==> config.mk <==
export PLATFORM = sky130hd
export DESIGN_NAME = uplink_tx_flat
export DESIGN_NICKNAME = d
export VERILOG_FILES = /design/src/rtl/uplink_pkg.sv /design/src/rtl/uplink_tx_if.sv /design/src/rtl/uplink_fifo.sv /design/src/rtl/uplink_tx.sv /design/src/flat_wrapper.sv
export SDC_FILE = /design/constraint.sdc
export NUM_CORES = 1
export LEC_CHECK = 0
export ABC_AREA = 0
export CELL_PAD_IN_SITES_DETAIL_PLACEMENT = 2
export CELL_PAD_IN_SITES_GLOBAL_PLACEMENT = 2
export CORE_MARGIN = 5
export CORE_UTILIZATION = 44
export DETAILED_ROUTE_END_ITERATION = 10
export GPL_TIMING_DRIVEN = 0
export HOLD_SLACK_MARGIN = 0.02
export PLACE_DENSITY_LB_ADDON = 0.1
export SYNTH_ARGS = -nofsm -noshare
export SYNTH_HDL_FRONTEND = slang
export SYNTH_SLANG_ARGS = --single-unit
==> constraint.sdc <==
create_clock -name CLOCK -period 4.2 [get_ports CLOCK]
set_input_delay 0.42 -clock CLOCK [delete_from_list [all_inputs] [get_ports CLOCK]]
set_output_delay 0.42 -clock CLOCK [all_outputs]
set_load 0.05 [all_outputs]
==> src/rtl/uplink_pkg.sv <==
// Shared constants, FSM state type and word builder for the ground-side uplink transmitter.
package uplink_pkg;

  localparam int UPL_KEY_W  = 5;
  localparam int UPL_WORD_W = 16;

  typedef enum logic [2:0] {
    IDLE,
    LOAD,
    PULSE,
    SPACE,
    GAP
  } uptx_state_t;

  // Sync bit, then the keycode, its complement and the keycode again.
  function automatic logic [UPL_WORD_W-1:0] upl_build_word(input logic [UPL_KEY_W-1:0] key);
    return {1'b1, key, ~key, key};
  endfunction

endpackage

==> src/rtl/uplink_tx_if.sv <==
// Keycode valid/ready handshake into the uplink transmitter.
// UPLINK_TX_ERRINJ_EN adds a per-keycode err_inj flag.
interface uplink_tx_if;
  import uplink_pkg::*;

  logic                 key_valid;
  logic [UPL_KEY_W-1:0] key_data;
  logic                 key_ready;
`ifdef UPLINK_TX_ERRINJ_EN
  logic                 err_inj;

  modport master (output key_valid, output key_data, output err_inj, input key_ready);
  modport slave  (input key_valid, input key_data, input err_inj, output key_ready);
`else
  modport master (output key_valid, output key_data, input key_ready);
  modport slave  (input key_valid, input key_data, output key_ready);
`endif

endinterface

==> src/rtl/uplink_fifo.sv <==
// Small synchronous FIFO with asynchronous active-low clear and full/empty flags.
module uplink_fifo #(
  parameter int DEPTH = 4,
  parameter int WIDTH = 5
) (
  input  logic             clk,
  input  logic             rst_n,
  input  logic             wr_en,
  input  logic [WIDTH-1:0] wr_data,
  input  logic             rd_en,
  output logic [WIDTH-1:0] rd_data,
  output logic             full,
  output logic             empty
);

  localparam int AW = $clog2(DEPTH);

  logic [WIDTH-1:0] mem [DEPTH];
  logic [AW:0]      wr_ptr;
  logic [AW:0]      rd_ptr;

  // Extra pointer bit tells full from empty when the indices coincide.
  assign empty   = (wr_ptr == rd_ptr);
  assign full    = (wr_ptr[AW] != rd_ptr[AW]) && (wr_ptr[AW-1:0] == rd_ptr[AW-1:0]);
  assign rd_data = mem[rd_ptr[AW-1:0]];

  always_ff @(posedge clk or negedge rst_n) begin
    if (!rst_n) begin
      wr_ptr <= '0;
      rd_ptr <= '0;
    end else begin
      if (wr_en && !full)  wr_ptr <= wr_ptr + 1'b1;
      if (rd_en && !empty) rd_ptr <= rd_ptr + 1'b1;
    end
  end

  always_ff @(posedge clk) begin
    if (wr_en && !full) mem[wr_ptr[AW-1:0]] <= wr_data;
  end

endmodule

==> src/rtl/uplink_tx.sv <==
// Uplink transmitter: buffers keycodes and sends each as a 16-bit word of UPL0/UPL1 pulses.
// UPLINK_TX_ERRINJ_EN enables per-word corruption of bit 5 via err_inj.
module uplink_tx
  import uplink_pkg::*;
#(
  parameter int BIT_PERIOD = 20,
  parameter int PULSE_LEN  = 4,
  parameter int GAP_CYCLES = 40,
  parameter int FIFO_DEPTH = 4
) (
  input  logic        CLOCK,
  input  logic        rst_,
  uplink_tx_if.slave  key,
  input  logic        hold,
  output logic        UPL0,
  output logic        UPL1,
  output logic        busy,
  output logic        word_done
);

`ifdef UPLINK_TX_ERRINJ_EN
  localparam int FIFO_W = UPL_KEY_W + 1;
`else
  localparam int FIFO_W = UPL_KEY_W;
`endif
  localparam int TMAX = (BIT_PERIOD > GAP_CYCLES) ? BIT_PERIOD : GAP_CYCLES;
  localparam int TW   = $clog2(TMAX + 1);
  localparam logic [TW-1:0] PULSE_LOAD = TW'(PULSE_LEN - 1);
  localparam logic [TW-1:0] SPACE_LOAD = TW'(BIT_PERIOD - PULSE_LEN - 1);
  localparam logic [TW-1:0] GAP_LOAD   = TW'(GAP_CYCLES - 1);

  uptx_state_t           state, state_nx;
  logic [UPL_WORD_W-1:0] shift, shift_nx, load_word;
  logic [3:0]            bit_cnt, bit_cnt_nx;
  logic [TW-1:0]         timer, timer_nx;
  logic [FIFO_W-1:0]     key_q, fifo_wr, fifo_rd;
  logic                  ready_en, full, empty, pop, done_nx;

  // key_ready stays low through reset and rises on the first edge after release.
  assign key.key_ready = ready_en && !full;
  assign busy          = (state != IDLE) || !empty;

`ifdef UPLINK_TX_ERRINJ_EN
  assign fifo_wr = {key.err_inj, key.key_data};
`else
  assign fifo_wr = key.key_data;
`endif

  uplink_fifo #(.DEPTH(FIFO_DEPTH), .WIDTH(FIFO_W)) u_fifo (
    .clk     (CLOCK),
    .rst_n   (rst_),
    .wr_en   (key.key_valid && key.key_ready),
    .wr_data (fifo_wr),
    .rd_en   (pop),
    .rd_data (fifo_rd),
    .full    (full),
    .empty   (empty)
  );

  always_comb begin
    load_word = upl_build_word(key_q[UPL_KEY_W-1:0]);
`ifdef UPLINK_TX_ERRINJ_EN
    // Flipping the LSB of the complement field makes the receiver's check fail.
    if (key_q[UPL_KEY_W]) load_word[5] = ~load_word[5];
`endif
  end

  always_comb begin
    state_nx   = state;
    shift_nx   = shift;
    bit_cnt_nx = bit_cnt;
    timer_nx   = timer;
    done_nx    = 1'b0;
    pop        = 1'b0;
    case (state)
      IDLE: begin
        if (!empty && !hold) begin
          pop      = 1'b1;
          state_nx = LOAD;
        end
      end
      LOAD: begin
        shift_nx   = load_word;
        bit_cnt_nx = 4'd15;
        timer_nx   = PULSE_LOAD;
        state_nx   = PULSE;
      end
      PULSE: begin
        if (timer == '0) begin
          timer_nx = SPACE_LOAD;
          state_nx = SPACE;
        end else begin
          timer_nx = timer - 1'b1;
        end
      end
      SPACE: begin
        if (timer != '0) begin
          timer_nx = timer - 1'b1;
        end else if (bit_cnt == 4'd0) begin
          timer_nx = GAP_LOAD;
          done_nx  = 1'b1;
          state_nx = GAP;
        end else begin
          shift_nx   = {shift[UPL_WORD_W-2:0], 1'b0};
          bit_cnt_nx = bit_cnt - 4'd1;
          timer_nx   = PULSE_LOAD;
          state_nx   = PULSE;
        end
      end
      GAP: begin
        if (timer == '0) state_nx = IDLE;
        else             timer_nx = timer - 1'b1;
      end
      default: state_nx = IDLE;
    endcase
  end

  // Line outputs are registered from the next state so they change with the state itself.
  always_ff @(posedge CLOCK or negedge rst_) begin
    if (!rst_) begin
      state     <= IDLE;
      shift     <= '0;
      bit_cnt   <= '0;
      timer     <= '0;
      key_q     <= '0;
      ready_en  <= 1'b0;
      UPL0      <= 1'b0;
      UPL1      <= 1'b0;
      word_done <= 1'b0;
    end else begin
      state     <= state_nx;
      shift     <= shift_nx;
      bit_cnt   <= bit_cnt_nx;
      timer     <= timer_nx;
      ready_en  <= 1'b1;
      if (pop) key_q <= fifo_rd;
      UPL1      <= (state_nx == PULSE) &&  shift_nx[UPL_WORD_W-1];
      UPL0      <= (state_nx == PULSE) && !shift_nx[UPL_WORD_W-1];
      word_done <= done_nx;
    end
  end

endmodule

==> src/flat_wrapper.sv <==
// flat-port wrapper written by rule: the top's interface ports become plain ports
module uplink_tx_flat import uplink_pkg::*;
#(
  parameter int BIT_PERIOD = 20,
  parameter int PULSE_LEN  = 4,
  parameter int GAP_CYCLES = 40,
  parameter int FIFO_DEPTH = 4
)
  (CLOCK, rst_, hold, UPL0, UPL1, busy, word_done, key_key_valid, key_key_data, key_key_ready);
  uplink_tx_if key_i ();
  input  logic CLOCK;
  input  logic rst_;
  input  logic hold;
  output logic UPL0;
  output logic UPL1;
  output logic busy;
  output logic word_done;
  input wire logic [$bits(key_i.key_valid)-1:0] key_key_valid;
  input wire logic [$bits(key_i.key_data)-1:0] key_key_data;
  output wire logic [$bits(key_i.key_ready)-1:0] key_key_ready;
  assign key_i.key_valid = key_key_valid;
  assign key_i.key_data = key_key_data;
  assign key_key_ready = key_i.key_ready;
  uplink_tx #(.BIT_PERIOD(BIT_PERIOD), .PULSE_LEN(PULSE_LEN), .GAP_CYCLES(GAP_CYCLES), .FIFO_DEPTH(FIFO_DEPTH)) u_core (.CLOCK(CLOCK), .rst_(rst_), .key(key_i), .hold(hold), .UPL0(UPL0), .UPL1(UPL1), .busy(busy), .word_done(word_done));
endmodule
== Word-level counts from Yosys, hierarchy flattened ==
Memory sizes are Yosys's and may differ from the RTL's. A register that Yosys moved wholly into a read port is not among the register bits.
Cells that the tools add are included.

* Bits of input ports: 9
* Register bits after elaboration: 39
* Word-level logic and storage cells: 75
* Bits in writable memories: 20
* Memories: 1
* Output and inout port bits: 5

{| class="wikitable"
|+ Memories
! memory !! words !! width !! rd ports !! clocked after memory_dff !! wr ports !! RTL line !! text
|-
| u_core.u_fifo.mem || 4 || 5 || 1 || 1 || 1 || uplink_fifo.sv:18 || <nowiki>logic [WIDTH-1:0] mem [DEPTH];</nowiki>
|}

* Muxes and demuxes: 24
* Bitwise operators: 1
* Equality and inequality tests: 11
* Reductions and logical operators: 23
* Add/subtract/negate cells: 4

{| class="wikitable"
|+ Operators by type and width
! operator !! count
|-
| $mux W16 || 2
|-
| $pmux W16 S2 || 1
|-
| $mux W6 || 4
|-
| $pmux W6 S4 || 1
|-
| $mux W3 || 5
|-
| $pmux W3 S5 || 1
|-
| $eq A3 B2 Y1 const B || 3
|-
| $logic_and A1 B1 Y1 || 8
|-
| $mux W4 || 2
|-
| $pmux W4 S2 || 1
|-
| $mux W1 || 7
|-
| $add A3 B1 Y3 const B || 2
|-
| $logic_not A6 Y1 || 1
|-
| $ne A2 B2 Y1 const B || 3
|-
| $reduce_bool A6 Y1 || 1
|-
| $sub A6 B1 Y6 const B || 1
|-
| $logic_not A1 Y1 || 5
|-
| $not A5 Y5 || 1
|-
| $logic_not A4 Y1 || 1
|-
| $reduce_bool A4 Y1 || 1
|-
| $sub A4 B1 Y4 const B || 1
|-
| $eq A3 B1 Y1 const B || 1
|-
| $eq A3 B3 Y1 || 1
|-
| $eq A3 B3 Y1 const B || 1
|-
| 8 further kinds || 8
|}

== Logic depth before layout (Yosys ltp) ==
Gate-level depths: netlist (run 1).

* Depth after elaboration: 8
* Gate-level depth with buffers: 7
* Depth with buffers taken out: 6

== Modules after synthesis ==
A second synthesis (run 1) with hierarchy kept.

* Cells, all modules: 255
* Area total of the unflattened synthesis: 3111.7 um2

{| class="wikitable"
|+ By module, submodules not included
! module !! area an instance (um2) !! cells an instance !! times used
|-
| uplink_tx || 1908.1 || 180 || 1
|-
| uplink_fifo || 1203.7 || 75 || 1
|}

== Worst setup path before layout (run 1) ==
OpenSTA, ideal clock, no wires.

* Path kind: register to register
* From: register u_core.u_fifo.rd_ptr[1]
* To: memory u_core.u_fifo.mem[0][0], enable pin
* Buffers on the path: 1
* Stages on the path, launching flop included: 6
* Data arrival time: 1.678 ns
* Slack: 2.207 ns
* Cells stage by stage: dfrtp_1 clkbuf_1 xnor2_1 nand3b_1 and2_1 and3_1

* Cells in the longest elaborated chain, start to end: 8

{| class="wikitable"
|+ RTL lines
! what !! RTL line !! text
|-
| from (decl) || uplink_fifo.sv:20 || <nowiki>logic [AW:0] rd_ptr;</nowiki>
|-
| from (signal assigned) || uplink_fifo.sv:33 || <nowiki>if (rd_en && !empty) rd_ptr <= rd_ptr + 1'b1;</nowiki>
|-
| $eq A2 B2 Y1 || uplink_fifo.sv:24 || <nowiki>assign full = (wr_ptr[AW] != rd_ptr[AW]) && (wr_ptr[AW-1:0] == rd_ptr[AW-1:0]);</nowiki>
|-
| $logic_and A1 B1 Y1 || uplink_fifo.sv:24 ||
|-
| $logic_not A1 Y1 || uplink_tx.sv:40 || <nowiki>assign key.key_ready = ready_en && !full;</nowiki>
|-
| $logic_and A1 B1 Y1 || uplink_tx.sv:40 ||
|-
| named net key_key_ready || flat_wrapper.sv:20 || <nowiki>output wire logic [$bits(key_i.key_ready)-1:0] key_key_ready;</nowiki>
|-
| $logic_and A1 B1 Y1 || uplink_tx.sv:52 || <nowiki>.wr_en (key.key_valid && key.key_ready),</nowiki>
|-
| $logic_and A1 B1 Y1 || uplink_fifo.sv:38 || <nowiki>if (wr_en && !full) mem[wr_ptr[AW-1:0]] <= wr_data;</nowiki>
|-
| $mux W1 || uplink_fifo.sv:38 ||
|-
| $mux W1 (implied by the code) || uplink_fifo.sv:38 ||
|-
| to (decl) || uplink_fifo.sv:18 ||
|}

The timed path passes the listed nets, and every way through them passes these cells.

== Final worst setup path (run 1) ==
* From: register u_core.u_fifo.rd_ptr[1]
* To: output port key_key_ready

* Cells in the longest elaborated chain, start to end: 4

{| class="wikitable"
|+ RTL lines
! what !! RTL line
|-
| $eq A2 B2 Y1 || uplink_fifo.sv:24
|-
| $logic_and A1 B1 Y1 || uplink_fifo.sv:24
|-
| $logic_not A1 Y1 || uplink_tx.sv:40
|-
| $logic_and A1 B1 Y1 || uplink_tx.sv:40
|-
| to (decl) || flat_wrapper.sv:20
|}

Every way passes these cells.

==> results of run 1 <==
==> power groups by stage <==
stage / registers (W) / clock network (W) / logic (W)
3_3_place_gp: 0.00104 / 0 / 0.000962
4_1_cts: 0.00104 / 0.000625 / 0.00102
6_report: 0.00104 / 0.000608 / 0.00101
3_5_place_dp: 0.00105 / 0 / 0.00101
5_1_grt: 0.00107 / 0.000660 / 0.00112
2_1_floorplan: 0.00101 / 0 / 0.000745
==> cell type report <==
| class | count | area (um^2) | area share |
|---|---|---|---|
| Sequential cell | 64 | 1700 | 0.488 |
| Timing Repair Buffer | 15 | 155 | 0.0445 |
| Clock buffer | 9 | 124 | 0.0355 |
| Buffer | 11 | 51.3 | 0.0147 |
| Clock inverter | 7 | 103 | 0.0294 |
| Multi-Input combinational cell | 160 | 1200 | 0.345 |
| Tap cell | 80 | 100 | 0.0287 |
| Inverter | 13 | 48.8 | 0.0140 |
==> cell families after synthesis <==
family                   synth area share
AO/OA/AOI/OAI                       0.173
flip-flops                          0.566
AND/OR/NAND/NOR                    0.0966
buffers and inverters              0.0333
multiplexers                       0.0737
XOR/XNOR                           0.0262
adder cells (fa/ha/maj)            0.0292
other                             0.00125
==> per-layer routing <==
layer / vias up / part of all wire / GRT usage
li1: 1004 / - / -
met1: 1106 / 0.44 / 0.246
met2: 40 / 0.49 / 0.321
met3: 16 / 0.036 / 0.0390
met4: 0 / 0.025 / 0.0989
met5: - / 0 / 0
==> through the flow <==
stage | power [W] | hold WS, ns | worst slack, ns | instances | cell area (um^2)
after floorplan | 0.00176 | 0.124 | 2.21 | 248 | 3000
after global placement | 0.00200 | 0.483 | 1.47 | 341 | 3230
after detailed placement | 0.00206 | 0.391 | 1.64 | 342 | 3250
after CTS | 0.00269 | 0.513 | 1.18 | 359 | 3490
after global routing | 0.00286 | 0.539 | 1.11 | 359 | 3490
final | 0.00265 | 0.505 | 1.24 | 359 | 3490
==> final timing paths <==
check                                     endpoint  cells after the start
setup reg to reg                       u_core.UPL1                      6
max in group asynchronous         u_core.word_done                      3
setup / recovery                     key_key_ready                      5
min in group asynchronous          u_core.shift[4]                      2
hold reg to reg            u_core.u_fifo.wr_ptr[2]                      1
hold / removal             u_core.u_fifo.wr_ptr[2]                      1
==> what timing repair did <==
action / 4_1_cts / 5_1_grt
setup endpoints to repair: 0 / 0
hold endpoints to repair: 17 / 0
hold buffers: 1 / 0
==> cell usage in the layout (no fill, tap or decap), types with 2 or more instances in the layout <==
cell type	n
nand2b_1	2
a22oi_1	2
nor2b_1	3
buf_2	3
xnor2_1	8
nand4_1	4
o221ai_1	2
ha_1	7
and2_1	2
inv_1	12
dfrtp_1	44
clkbuf_8	9
o31ai_1	3
clkinv_4	2
o22ai_1	25
clkbuf_1	8
a21oi_1	17
mux2i_1	3
mux4_2	5
o21ai_0	11
edfxtp_1	20
mux2_2	7
bufinv_16	2
nor3b_1	2
nor3_1	5
inv_6	2
nand2_1	13
nor2_1	7
and3_1	4
or4_1	2
a41oi_1	3
clkdlybuf4s50_1	12
o31a_1	3
o311ai_0	2
==> state kept, by name, indices dropped and copies added, names as in the netlist, 3 cells and up <==
signal                cells
u_core.timer              6
u_core.bit_cnt            4
u_core.u_fifo.wr_ptr      3
u_core.state              3
u_core.key_q              5
u_core.shift             16
u_core.u_fifo.rd_ptr      3
u_core.u_fifo.mem        20
==> out/results.txt, run 1 <==
layout cell share with drive strength beyond 1: 0.140
Chip Width: 92.6 um
hold path start: u_core.u_fifo.wr_ptr[2]
# fillers: 679
Crit path largest cell delay: 0.71 ns
Final nets: 290
Hold Path Class: flip-flop to flip-flop
die height: 92.6 um
CP bufs+invs: 2
MaxCap Viol Count: 0
CORE AREA: 6720 um^2
area delta synth->final: 16.0%
Pwr per Cell Area: 761 nW/um^2
maximum VDD drop: 0.000307 V
ys async rst share: 0.688
First-pass DRT Iterations: 4
crit end category: output port
initial antenna violation count: 0
Via Count: 2166
clock root cell: clkbuf_8
initial DRC count: 63
Final setup violation count: 0
fin crit share: 0.705
Sw Ratio: 0.386
WL per Instance: 20.6 um
CP startpoint: u_core.u_fifo.rd_ptr[1]
top cell type's share of synthesized area: 0.367
global-route wire length before repair: 12900 um
num rows: 30
CP max stage cell: clkdlybuf4s50_1
RSZ-0062 raised after global routing: no
clk sinks: 64
crit path cell chain: clkbuf_1 -> xnor2_1 -> nand3b_1 -> and2_1 -> clkdlybuf4s50_1
gpl congestion: 0.777
clock network fraction of design power: 0.229
Mapped Area: 3000 um^2
Final Max Slew Viols: 0
IO buf count: 13
flop-to-flop setup slack: 1.76 ns
Initial Utilization: 0.447
post-route minimum period: 2.96 ns
Clk pin slew, worst setup/hold paths: 0.08 ns
maximum root-to-sink buffer count: 2
Yosys cell types: 49
I/O pins: 14
Synth top cells by count: dfrtp_1 (44), o22ai_1 (25), edfxtp_1 (20)
Critical Path Start Type: flip-flop
Clock Skews: 0.00928 ns
final hold vios: 0
ANT cells: 0
Area contributors post-synth: dfrtp_1 (37%), edfxtp_1 (20%), o22ai_1 (5.2%)
P_int: 0.00163 W
pin count of the biggest net entering global routing: 28
GR Overflow Total: 0
Syn Inst Count: 248
Num CTS Buffers: 9
Post-DRT Antenna Nets: 0
outcome: finished clean
Switch Pwr: 0.00103 W
Highest Clock Rate: 0.338 GHz
Post-Syn Nets: 264
sequential share of the synthesized area: 0.566
number of global-route vias before repair: 2474
DRC viols: 0
post-CTS sizing: 0
R2R Path Start: u_core.timer[0]
Static Leakage: 1.38 nW
share of power burned in combinational logic: 0.380
die area: 8580 um^2
setup TNS: 0 ns
Synth area leader: dfrtp_1
YS warnings: 0
Worst-Skew Late Latency: 0.35 ns
Seq cells post-synth: 64
gr usage total: 0.196
routed vias/inst: 6.03
Slew @ Worst Pin: 0.887 ns
crit path kind: flip-flop to output port
post-CTS setup repair buffer count: 0
Top delay family on crit path: buffers and inverters
Post-Route WL: 7380 um
Detail Placement HPWL: 5180 um
crit path DAT: 2.54 ns
Crit path required time: 3.78 ns
CP Max Fanout: 7
sequential share of power: 0.391
CTS tree: done
Final Core Density: 0.519
Max-slew headroom: 0.407
most frequent cell after synthesis: dfrtp_1
CTS H-Tree Depth: 3
Post-synth EDFFs: 20
most used flip-flop cell after synthesis: dfrtp_1
Mean Syn Cell Area: 12.1 um^2
Power figures use the tool's default switching activity.
==> inputs of run 2 (changes only) <==
--- a/config.mk
+++ b/config.mk
@@ -9,7 +9,7 @@
 export CELL_PAD_IN_SITES_DETAIL_PLACEMENT = 2
 export CELL_PAD_IN_SITES_GLOBAL_PLACEMENT = 2
 export CORE_MARGIN = 5
-export CORE_UTILIZATION = 44
+export CORE_UTILIZATION = 41
 export DETAILED_ROUTE_END_ITERATION = 10
 export GPL_TIMING_DRIVEN = 0
 export HOLD_SLACK_MARGIN = 0.02
==> constraint.sdc (replaced) <==
create_clock -name CLOCK -period 2.77 [get_ports CLOCK]
set_input_delay 0.277 -clock CLOCK [delete_from_list [all_inputs] [get_ports CLOCK]]
set_output_delay 0.277 -clock CLOCK [all_outputs]
set_load 0.05 [all_outputs]
==> out/results.txt, run 2 (synthesized netlist as in run 1, its figures left out) <==
crit path kind: flip-flop to output port (unchanged)
gr usage total: 0.198 (was 0.196)
fin crit share: 0.951
IO buf count: 13 (unchanged)
pin count of the biggest net entering global routing: 32 (was 28)
CP startpoint: u_core.state[2] (was u_core.u_fifo.rd_ptr[1])
crit path DAT: 2.36 ns (was 2.54 ns)
gpl congestion: 0.776 (was 0.777)
CTS tree: done (unchanged)
Final setup violation count: 0 (unchanged)
Chip Width: 95.6 um (was 92.6 um)
Worst-Skew Late Latency: 0.34 ns (was 0.35 ns)
worst setup margin: 0.137 ns (was 1.24 ns)
outcome: finished clean (unchanged)
Slew @ Worst Pin: 0.930 ns (was 0.887 ns)
post-route minimum period: 2.63 ns
Highest Clock Rate: 0.380 GHz
crit end category: output port (unchanged)
Clk pin slew, worst setup/hold paths: 0.08 ns (about the same)
setup TNS: 0 ns (unchanged)
clock root cell: clkbuf_8 (unchanged)
final hold vios: 0 (unchanged)
Via Count: 2185 (was 2166)
DRC viols: 0 (unchanged)
Max-slew headroom: 0.379 (was 0.407)
R2R Path Start: u_core.timer[0] (unchanged)
First-pass DRT Iterations: 4 (unchanged)
leading cell type in the layout, fill and taps excluded: dfrtp_1 (unchanged)
most frequent cells in the layout: dfrtp_1 (44), o22ai_1 (25), edfxtp_1 (20) (unchanged)
initial DRC count: 86 (was 63)
Final Max Slew Viols: 0 (unchanged)
max FFs per register: 20 (unchanged)
final cell count without fillers: 378 (was 359)
Crit path required time: 2.49 ns (was 3.78 ns)
Initial Utilization: 0.419 (was 0.447)
maximum root-to-sink buffer count: 2 (unchanged)
CORE AREA: 7180 um^2 (was 6720 um^2)
Clock Skews: 0.0112 ns (was 0.00928 ns)
die area: 9140 um^2 (was 8580 um^2)
Post-DRT Antenna Nets: 0 (unchanged)
Num CTS Buffers: 9 (unchanged)
WL per Instance: 21.1 um (was 20.6 um)
Pwr per Cell Area: 1170 nW/um^2 (was 761 nW/um^2)
R2R Path End: u_core.bit_cnt[0] (was u_core.UPL1)
Critical Path Start Type: flip-flop (unchanged)
clk sinks: 64 (unchanged)
CP Max Fanout: 10 (was 7)
Static Leakage: 1.40 nW (was 1.38 nW)
RSZ-0062 raised after global routing: no (unchanged)
CTS H-Tree Depth: 3 (unchanged)
global-route wire length before repair: 13500 um (was 12900 um)
I/O pins: 14 (unchanged)
number of global-route vias before repair: 2483 (was 2474)
routed vias/inst: 5.78 (was 6.03)
MaxCap Viol Count: 0 (unchanged)
num rows: 31 (was 30)
Post-Route WL: 7990 um (was 7380 um)
GR Overflow Total: 0 (unchanged)
area delta synth->final: 17.6% (was 16.0%)
die height: 95.6 um (was 92.6 um)
flop-to-flop setup slack: 0.28 ns (was 1.76 ns)
maximum VDD drop: 0.000483 V (was 0.000307 V)
path depth of the worst reg2reg path: 7 (was 6)
ANT cells: 0 (unchanged)
Hold Path Class: input pin to async pin (was flip-flop to flip-flop)
Detail Placement HPWL: 5430 um (was 5180 um)
pre-CTS WS: 0.340 ns (was 1.64 ns)
initial antenna violation count: 0 (unchanged)
layout cell share with drive strength beyond 1: 0.143 (was 0.140)
Placed Cells incl. Taps: 361 (was 342)
Final nets: 290 (unchanged)
==> run 2: worst max path at each step <==
stage	end	slack [ns]
3_5_place_dp	u_core.bit_cnt[0]	0.34
3_3_place_gp	u_core.shift[8]	0.07
2_1_floorplan	u_core.u_fifo.mem[0][0]	0.78
5_1_grt	busy	0.01
6_report	busy	0.14
4_1_cts	busy	0.12
==> run 2: repair_timing <==
item,in CTS,in global routing
hold buffers,1,0
resized for setup,2,0
hold endpoints to repair,13,0
setup buffers,0,0
endpoints found under the setup margin,1,0
==> run 2: routing by layer <==
| layer | share of wire | GRT usage | wire length (um) |
|---|---|---|---|
| met4 | 0.014 | 0.0746 | 112 |
| met1 | 0.47 | 0.261 | 3750 |
| met2 | 0.50 | 0.329 | 3980 |
| met5 | 0 | 0 | 0 |
| met3 | 0.018 | 0.0308 | 143 |
==> run 2: final cells by class <==
class | count | area (um^2)
Buffer | 11 | 51.3
Clock buffer | 9 | 124
Clock inverter | 7 | 120
Fill cell | 717 | 3640
Inverter | 13 | 48.8
Multi-Input combinational cell | 160 | 1210
Sequential cell | 64 | 1700
Tap cell | 99 | 124
Timing Repair Buffer | 15 | 154
==> run 2: per-stage QoR <==
| stage | instance area (um^2) | util | hold WS [ns] | power, W |
|---|---|---|---|---|
| 2_1_floorplan | 3000 | - | -0.0186 | 0.00267 |
| 3_3_place_gp | 3260 | 0.454 | 0.482 | 0.00305 |
| 3_5_place_dp | 3270 | 0.456 | 0.222 | 0.00315 |
| 4_1_cts | 3530 | 0.492 | 0.392 | 0.00418 |
| 5_1_grt | 3530 | 0.492 | 0.412 | 0.00441 |
| 6_report | 3530 | 0.492 | 0.386 | 0.00414 |
==> run 2: worst max-delay path: stages (launching register included) <==
cell	delay, ns
dfrtp_1	0.47
clkbuf_1	0.44
nor3_1	0.16
nand4_1	0.14
clkdlybuf4s50_1	0.82
==> run 2: power breakdown <==
part	switching, W	internal (W)	total, W	leakage (nW)
Combinational	0.000875	0.000677	0.00155	0.533
Clock	0.000394	0.000599	0.000993	0.119
Sequential	0.000309	0.00128	0.00159	0.746
Total	0.00158	0.00256	0.00414	1.40
==> inputs of run 3 (changes only) <==
--- a/config.mk
+++ b/config.mk
@@ -8,7 +8,6 @@
 export ABC_AREA = 0
 export CELL_PAD_IN_SITES_DETAIL_PLACEMENT = 2
 export CELL_PAD_IN_SITES_GLOBAL_PLACEMENT = 2
-export CORE_MARGIN = 5
 export CORE_UTILIZATION = 41
 export DETAILED_ROUTE_END_ITERATION = 10
 export GPL_TIMING_DRIVEN = 0
==> out/results.txt, run 3 (synthesized netlist as in run 1, its figures left out) <==
outcome: finished clean (unchanged)
layout cell share with drive strength beyond 1: 0.140 (was 0.143)
GR Overflow Total: 0 (unchanged)
WL per Instance: 21.1 um (about the same)
Clock Skews: 0.0118 ns (was 0.0112 ns)
area delta synth->final: 15.6% (was 17.6%)
crit path cell chain: clkbuf_1 -> nor3_1 -> nand4_1 -> clkdlybuf4s50_1 (unchanged)
setup TNS: 0 ns (unchanged)
Final setup violation count: 0 (unchanged)
Hold Path Class: input pin to async pin (unchanged)
Pwr per Cell Area: 1120 nW/um^2 (was 1170 nW/um^2)
die area: 7670 um^2 (was 9140 um^2)
most frequent cells in the layout: dfrtp_1 (44), o22ai_1 (25), edfxtp_1 (20) (unchanged)
I/O pins: 14 (unchanged)
gpl congestion: 0.739 (was 0.776)
Final Max Slew Viols: 0 (unchanged)
CORE AREA: 6940 um^2 (was 7180 um^2)
final hold vios: 0 (unchanged)
post-route minimum period: 2.65 ns (was 2.63 ns)
Via Count: 2161 (was 2185)
num rows: 30 (was 31)
Crit path required time: 2.49 ns (about the same)
Top delay family on crit path: buffers and inverters (unchanged)
Slew @ Worst Pin: 0.872 ns (was 0.930 ns)
RSZ-0062 raised after global routing: no (unchanged)
number of global-route vias before repair: 2427 (was 2483)
crit path DAT: 2.37 ns (was 2.36 ns)
gr usage total: 0.235 (was 0.198)
Power Total: 0.00390 W (was 0.00414 W)
post-CTS setup repair buffer count: 0 (unchanged)
MaxCap Viol Count: 0 (unchanged)
Crit path largest cell delay: 0.81 ns (was 0.82 ns)
maximum root-to-sink buffer count: 2 (unchanged)
First-pass DRT Iterations: 4 (unchanged)
Chip Width: 87.6 um (was 95.6 um)
Static Leakage: 1.37 nW (was 1.40 nW)
Worst-Skew Late Latency: 0.35 ns (was 0.34 ns)
Highest Clock Rate: 0.377 GHz (was 0.380 GHz)
fin crit share: 0.957 (was 0.951)
CP bufs+invs: 2 (unchanged)
CTS H-Tree Depth: 3 (unchanged)
Post-Route WL: 7910 um (was 7990 um)
ANT cells: 0 (unchanged)
Max-slew headroom: 0.418 (was 0.379)
CP max stage cell: clkdlybuf4s50_1 (unchanged)
crit end category: output port (unchanged)
global-route wire length before repair: 13000 um (was 13500 um)
Non-Filler Cell Area, Final: 3470 um^2 (was 3530 um^2)
clk sinks: 64 (unchanged)
clock root cell: clkbuf_8 (unchanged)
die height: 87.6 um (was 95.6 um)
DRC viols: 0 (unchanged)
Final Core Density: 0.500 (was 0.492)
# fillers: 693 (was 717)
max FFs per register: 20 (unchanged)
leading cell type in the layout, fill and taps excluded: dfrtp_1 (unchanged)
routed vias/inst: 5.76 (was 5.78)
CP Max Fanout: 10 (unchanged)
Clk pin slew, worst setup/hold paths: 0.09 ns (was 0.08 ns)
placed instance area: 3280 um^2 (was 3270 um^2)
Final nets: 290 (unchanged)
Initial Utilization: 0.433 (was 0.419)
initial DRC count: 88 (was 86)
Critical Path Start Type: flip-flop (unchanged)
pin count of the biggest net entering global routing: 24 (was 32)
IO buf count: 13 (unchanged)
initial antenna violation count: 0 (unchanged)
maximum VDD drop: 0.000495 V (was 0.000483 V)
Detail Placement HPWL: 5420 um (was 5430 um)
flop-to-flop setup slack: 0.34 ns (was 0.28 ns)
Post-DRT Antenna Nets: 0 (unchanged)
CTS tree: done (unchanged)
Num CTS Buffers: 9 (unchanged)
crit path kind: flip-flop to output port (unchanged)
==> run 3: changes by cell type in the layout (fill, tap and decap cells not counted), sizes merged <==
cell and delta:
inv +3, bufinv -3
==> run 3: power by group <==
group / internal (W) / switching (W) / total, W
logic: 0.000680 / 0.000881 / 0.00156
clock network: 0.000334 / 0.000414 / 0.000748
registers: 0.00128 / 0.000315 / 0.00160
total: 0.00230 / 0.00161 / 0.00390
==> run 3: routing by layer <==
metal	wire, um	track usage
met4	181	0.109
met1	3640	0.295
met3	126	0.0386
met5	0	0
met2	3960	0.398
==> run 3: per-stage QoR <==
stage	setup slack, ns	std cells	hold WS (ns)
6_report	0.120	375	0.458
5_1_grt	0.000976	375	0.503
4_1_cts	0.104	375	0.458
3_5_place_dp	0.305	358	0.300
3_3_place_gp	0.134	357	0.481
2_1_floorplan	0.777	248	-0.0186
==> run 3: repair_timing <==
item / CTS / global route
resized for setup: 2 / 0
endpoints found under the setup margin: 1 / 0
hold buffers: 1 / 0
endpoints found under the hold margin: 21 / 0
==> run 3: path summary, 6_finish.rpt <==
check                                         from                 endpoint  cells past startpoint
hold / removal                                rst_         u_core.shift[10]                      2
max in group asynchronous                     rst_          u_core.timer[3]                      3
min in group CLOCK         u_core.u_fifo.wr_ptr[2]  u_core.u_fifo.wr_ptr[2]                      1
hold reg to reg            u_core.u_fifo.wr_ptr[2]  u_core.u_fifo.wr_ptr[2]                      1
setup reg to reg                   u_core.timer[0]        u_core.bit_cnt[0]                      7
setup / recovery                   u_core.state[2]                     busy                      4
==> run 3: final cells by class <==
cell class | instances | area (um^2) | share of cell area
sequential | 64 | 1700 | 0.490
clock inverter | 7 | 55.1 | 0.0159
clock buffer | 9 | 124 | 0.0357
tap | 96 | 120 | 0.0346
timing repair buffer | 15 | 161 | 0.0465
buffer | 11 | 51.3 | 0.0148
multi-input combinational | 160 | 1210 | 0.348
inverter | 13 | 48.8 | 0.0141
==> RTL change (settings of run 3) <==
`GAP_CYCLES` is set to 40 in 2 places; all go to 20.
--- a/src/rtl/uplink_tx.sv
+++ b/src/rtl/uplink_tx.sv
@@ -6,5 +6,5 @@
   parameter int BIT_PERIOD = 20,
   parameter int PULSE_LEN  = 4,
-  parameter int GAP_CYCLES = 40,
+  parameter int GAP_CYCLES = 20,
   parameter int FIFO_DEPTH = 4
 ) (
--- a/src/flat_wrapper.sv
+++ b/src/flat_wrapper.sv
@@ -4,5 +4,5 @@
   parameter int BIT_PERIOD = 20,
   parameter int PULSE_LEN  = 4,
-  parameter int GAP_CYCLES = 40,
+  parameter int GAP_CYCLES = 20,
   parameter int FIFO_DEPTH = 4
 )
Behaviour: no difference found for any inputs over 10 cycles, from zero or initial values and one cycle with rst_ low; that may be too few to reach the edited logic, so the function may still have changed.
==> RTL change against run 3 <==
- area after synthesis decreased by 0.62%
- worst setup slack better by 0.070 ns
- routed wire length fell by 13%
- sequential cell count is 1 lower
- via count decreased by 9.4%
- final area about the same
- critical endpoint is now key_key_ready
- largest cell class unchanged
Power is not compared: it rests on default switching activity, and its combinational part moved more than twofold at a synthesized area within 25%.
==> RTL change: results (changes against run 3) <==
\begin{tabular}{lr}
\hline
Metric & Value \\
\hline
\multicolumn{2}{l}{\textbf{Run status}} \\
\quad Status & finished, final reports clean (unchanged) \\
\multicolumn{2}{l}{\textbf{Finish}} \\
\quad Number of nets in the layout & 272 (was 290) \\
\quad Number of fill cells & 695 (was 693) \\
\multicolumn{2}{l}{\textbf{Worst setup path}} \\
\quad Crit path DAT & 2.30 ns (was 2.37 ns) \\
\quad Crit-path max FO & 7 (was 10) \\
\multicolumn{2}{l}{\textbf{GRT}} \\
\quad Global-route wire length before repair & 11600 um (was 13000 um) \\
\quad Largest net degree at the start of global routing & 28 (was 24) \\
\quad Vias in the first global route & 2190 (was 2427) \\
\quad Total global routing track utilization & 20.8\% (was 23.5\%) \\
\multicolumn{2}{l}{\textbf{Synthesis}} \\
\quad Synth Net Count & 246 (was 264) \\
\quad Post-synthesis async set-or-reset flop share & 68.3\% (was 68.8\%) \\
\quad Number of different library cells in the post-synthesis netlist & 56 (was 49) \\
\quad Leading cell types by count after synthesis & sky130\_fd\_sc\_hd\_\_dfrtp\_1 (43), sky130\_fd\_sc\_hd\_\_edfxtp\_1 (20), sky130\_fd\_sc\_hd\_\_nor2\_1 (18), sky130\_fd\_sc\_hd\_\_inv\_1 (11), sky130\_fd\_sc\_hd\_\_nand2\_1 (10) (was sky130\_fd\_sc\_hd\_\_dfrtp\_1 (44), sky130\_fd\_sc\_hd\_\_o22ai\_1 (25), sky130\_fd\_sc\_hd\_\_edfxtp\_1 (20), sky130\_fd\_sc\_hd\_\_a21oi\_1 (17), sky130\_fd\_sc\_hd\_\_nand2\_1 (13)) \\
\multicolumn{2}{l}{\textbf{Placed design}} \\
\quad Global placer's final weighted congestion & 0.733 (was 0.739) \\
\quad Final HPWL DP & 4730 um (was 5420 um) \\
\quad Placed Cells incl. Taps & 340 (was 358) \\
\multicolumn{2}{l}{\textbf{Routing}} \\
\quad Violation count after the first detailed-route iteration & 60 (was 88) \\
\quad Number of vias per cell & 5.48 (was 5.76) \\
\multicolumn{2}{l}{\textbf{Timing}} \\
\quad Worst clock skew on the final layout & 0.00955 ns (was 0.0118 ns) \\
\quad Measured slew at the worst slew-check pin & 0.965 ns (was 0.872 ns) \\
\hline
\end{tabular}
RTL change: logic make-up after synthesis:
family / share of synthesized area (%)
adders and majority gates: 2.93
muxes: 7.08
buffers and inverters: 4.40
DFF: 56.2
AOI/OAI and AO/OA: 12.9
xor gates and xnor gates: 2.64
and+or+nand+nor: 13.8
other: 0.126
RTL change: final cells by class:
cell class	instances	area share, %
buffer	10	2.59
inverter	11	1.19
multi-input combinational	146	33.9
clock buffer	9	3.57
clock inverter	7	2.52
timing repair buffer	15	4.50
sequential	63	48.3
tap	96	3.46
RTL change: power by group through the flow:
stage	Sequential, mW	Combinational [mW]	Clock (mW)
after CTS	1.06	0.217	0.883
final	1.06	0.210	0.862
after global placement	1.08	0.195	0
after detailed placement	1.08	0.213	0
after floorplan	1.07	0.136	0
after global routing	1.07	0.235	0.916
RTL change: repair_timing:
item                       CTS  global route
setup endpoints to repair    1             1
hold buffers                 1             0
hold endpoints to repair    16             0
gates resized for setup      1             1
gates cloned                 0             0
RTL change: stage by stage:
stage | utilization (%) | cell area (sq um) | setup slack [ns]
4_1_cts | 50.3 | 3470 | 0.125
2_1_floorplan | - | 2990 | 0.646
3_5_place_dp | 47.1 | 3250 | 0.269
3_3_place_gp | 46.8 | 3240 | 0.195
5_1_grt | 50.3 | 3470 | 0.0318
6_report | 50.3 | 3470 | 0.190
RTL change: worst paths after layout:
kind / cells past startpoint / slack (ns) / from / endpoint
worst max-delay path: 5 / 0.19 / u_core.u_fifo.rd_ptr[0] / key_key_ready
worst min-delay path: 2 / 0.43 / rst_ / u_core.timer[2]
worst max register to register: 6 / 0.45 / u_core.timer[0] / u_core.shift[5]
worst min register to register: 1 / 0.48 / u_core.shift[0] / u_core.shift[0]
max in group asynchronous: 3 / 1.84 / rst_ / u_core.bit_cnt[1]
min in group CLOCK: 1 / 0.48 / u_core.shift[0] / u_core.shift[0]
RTL change: metal layers:
metal	global-route usage, %	share of wire, %	vias to the layer above
met3	2.94	2.0	8
met2	33.8	48	23
li1	-	-	906
met4	8.94	1.8	0
met5	0	0	-
met1	27.8	48	1020
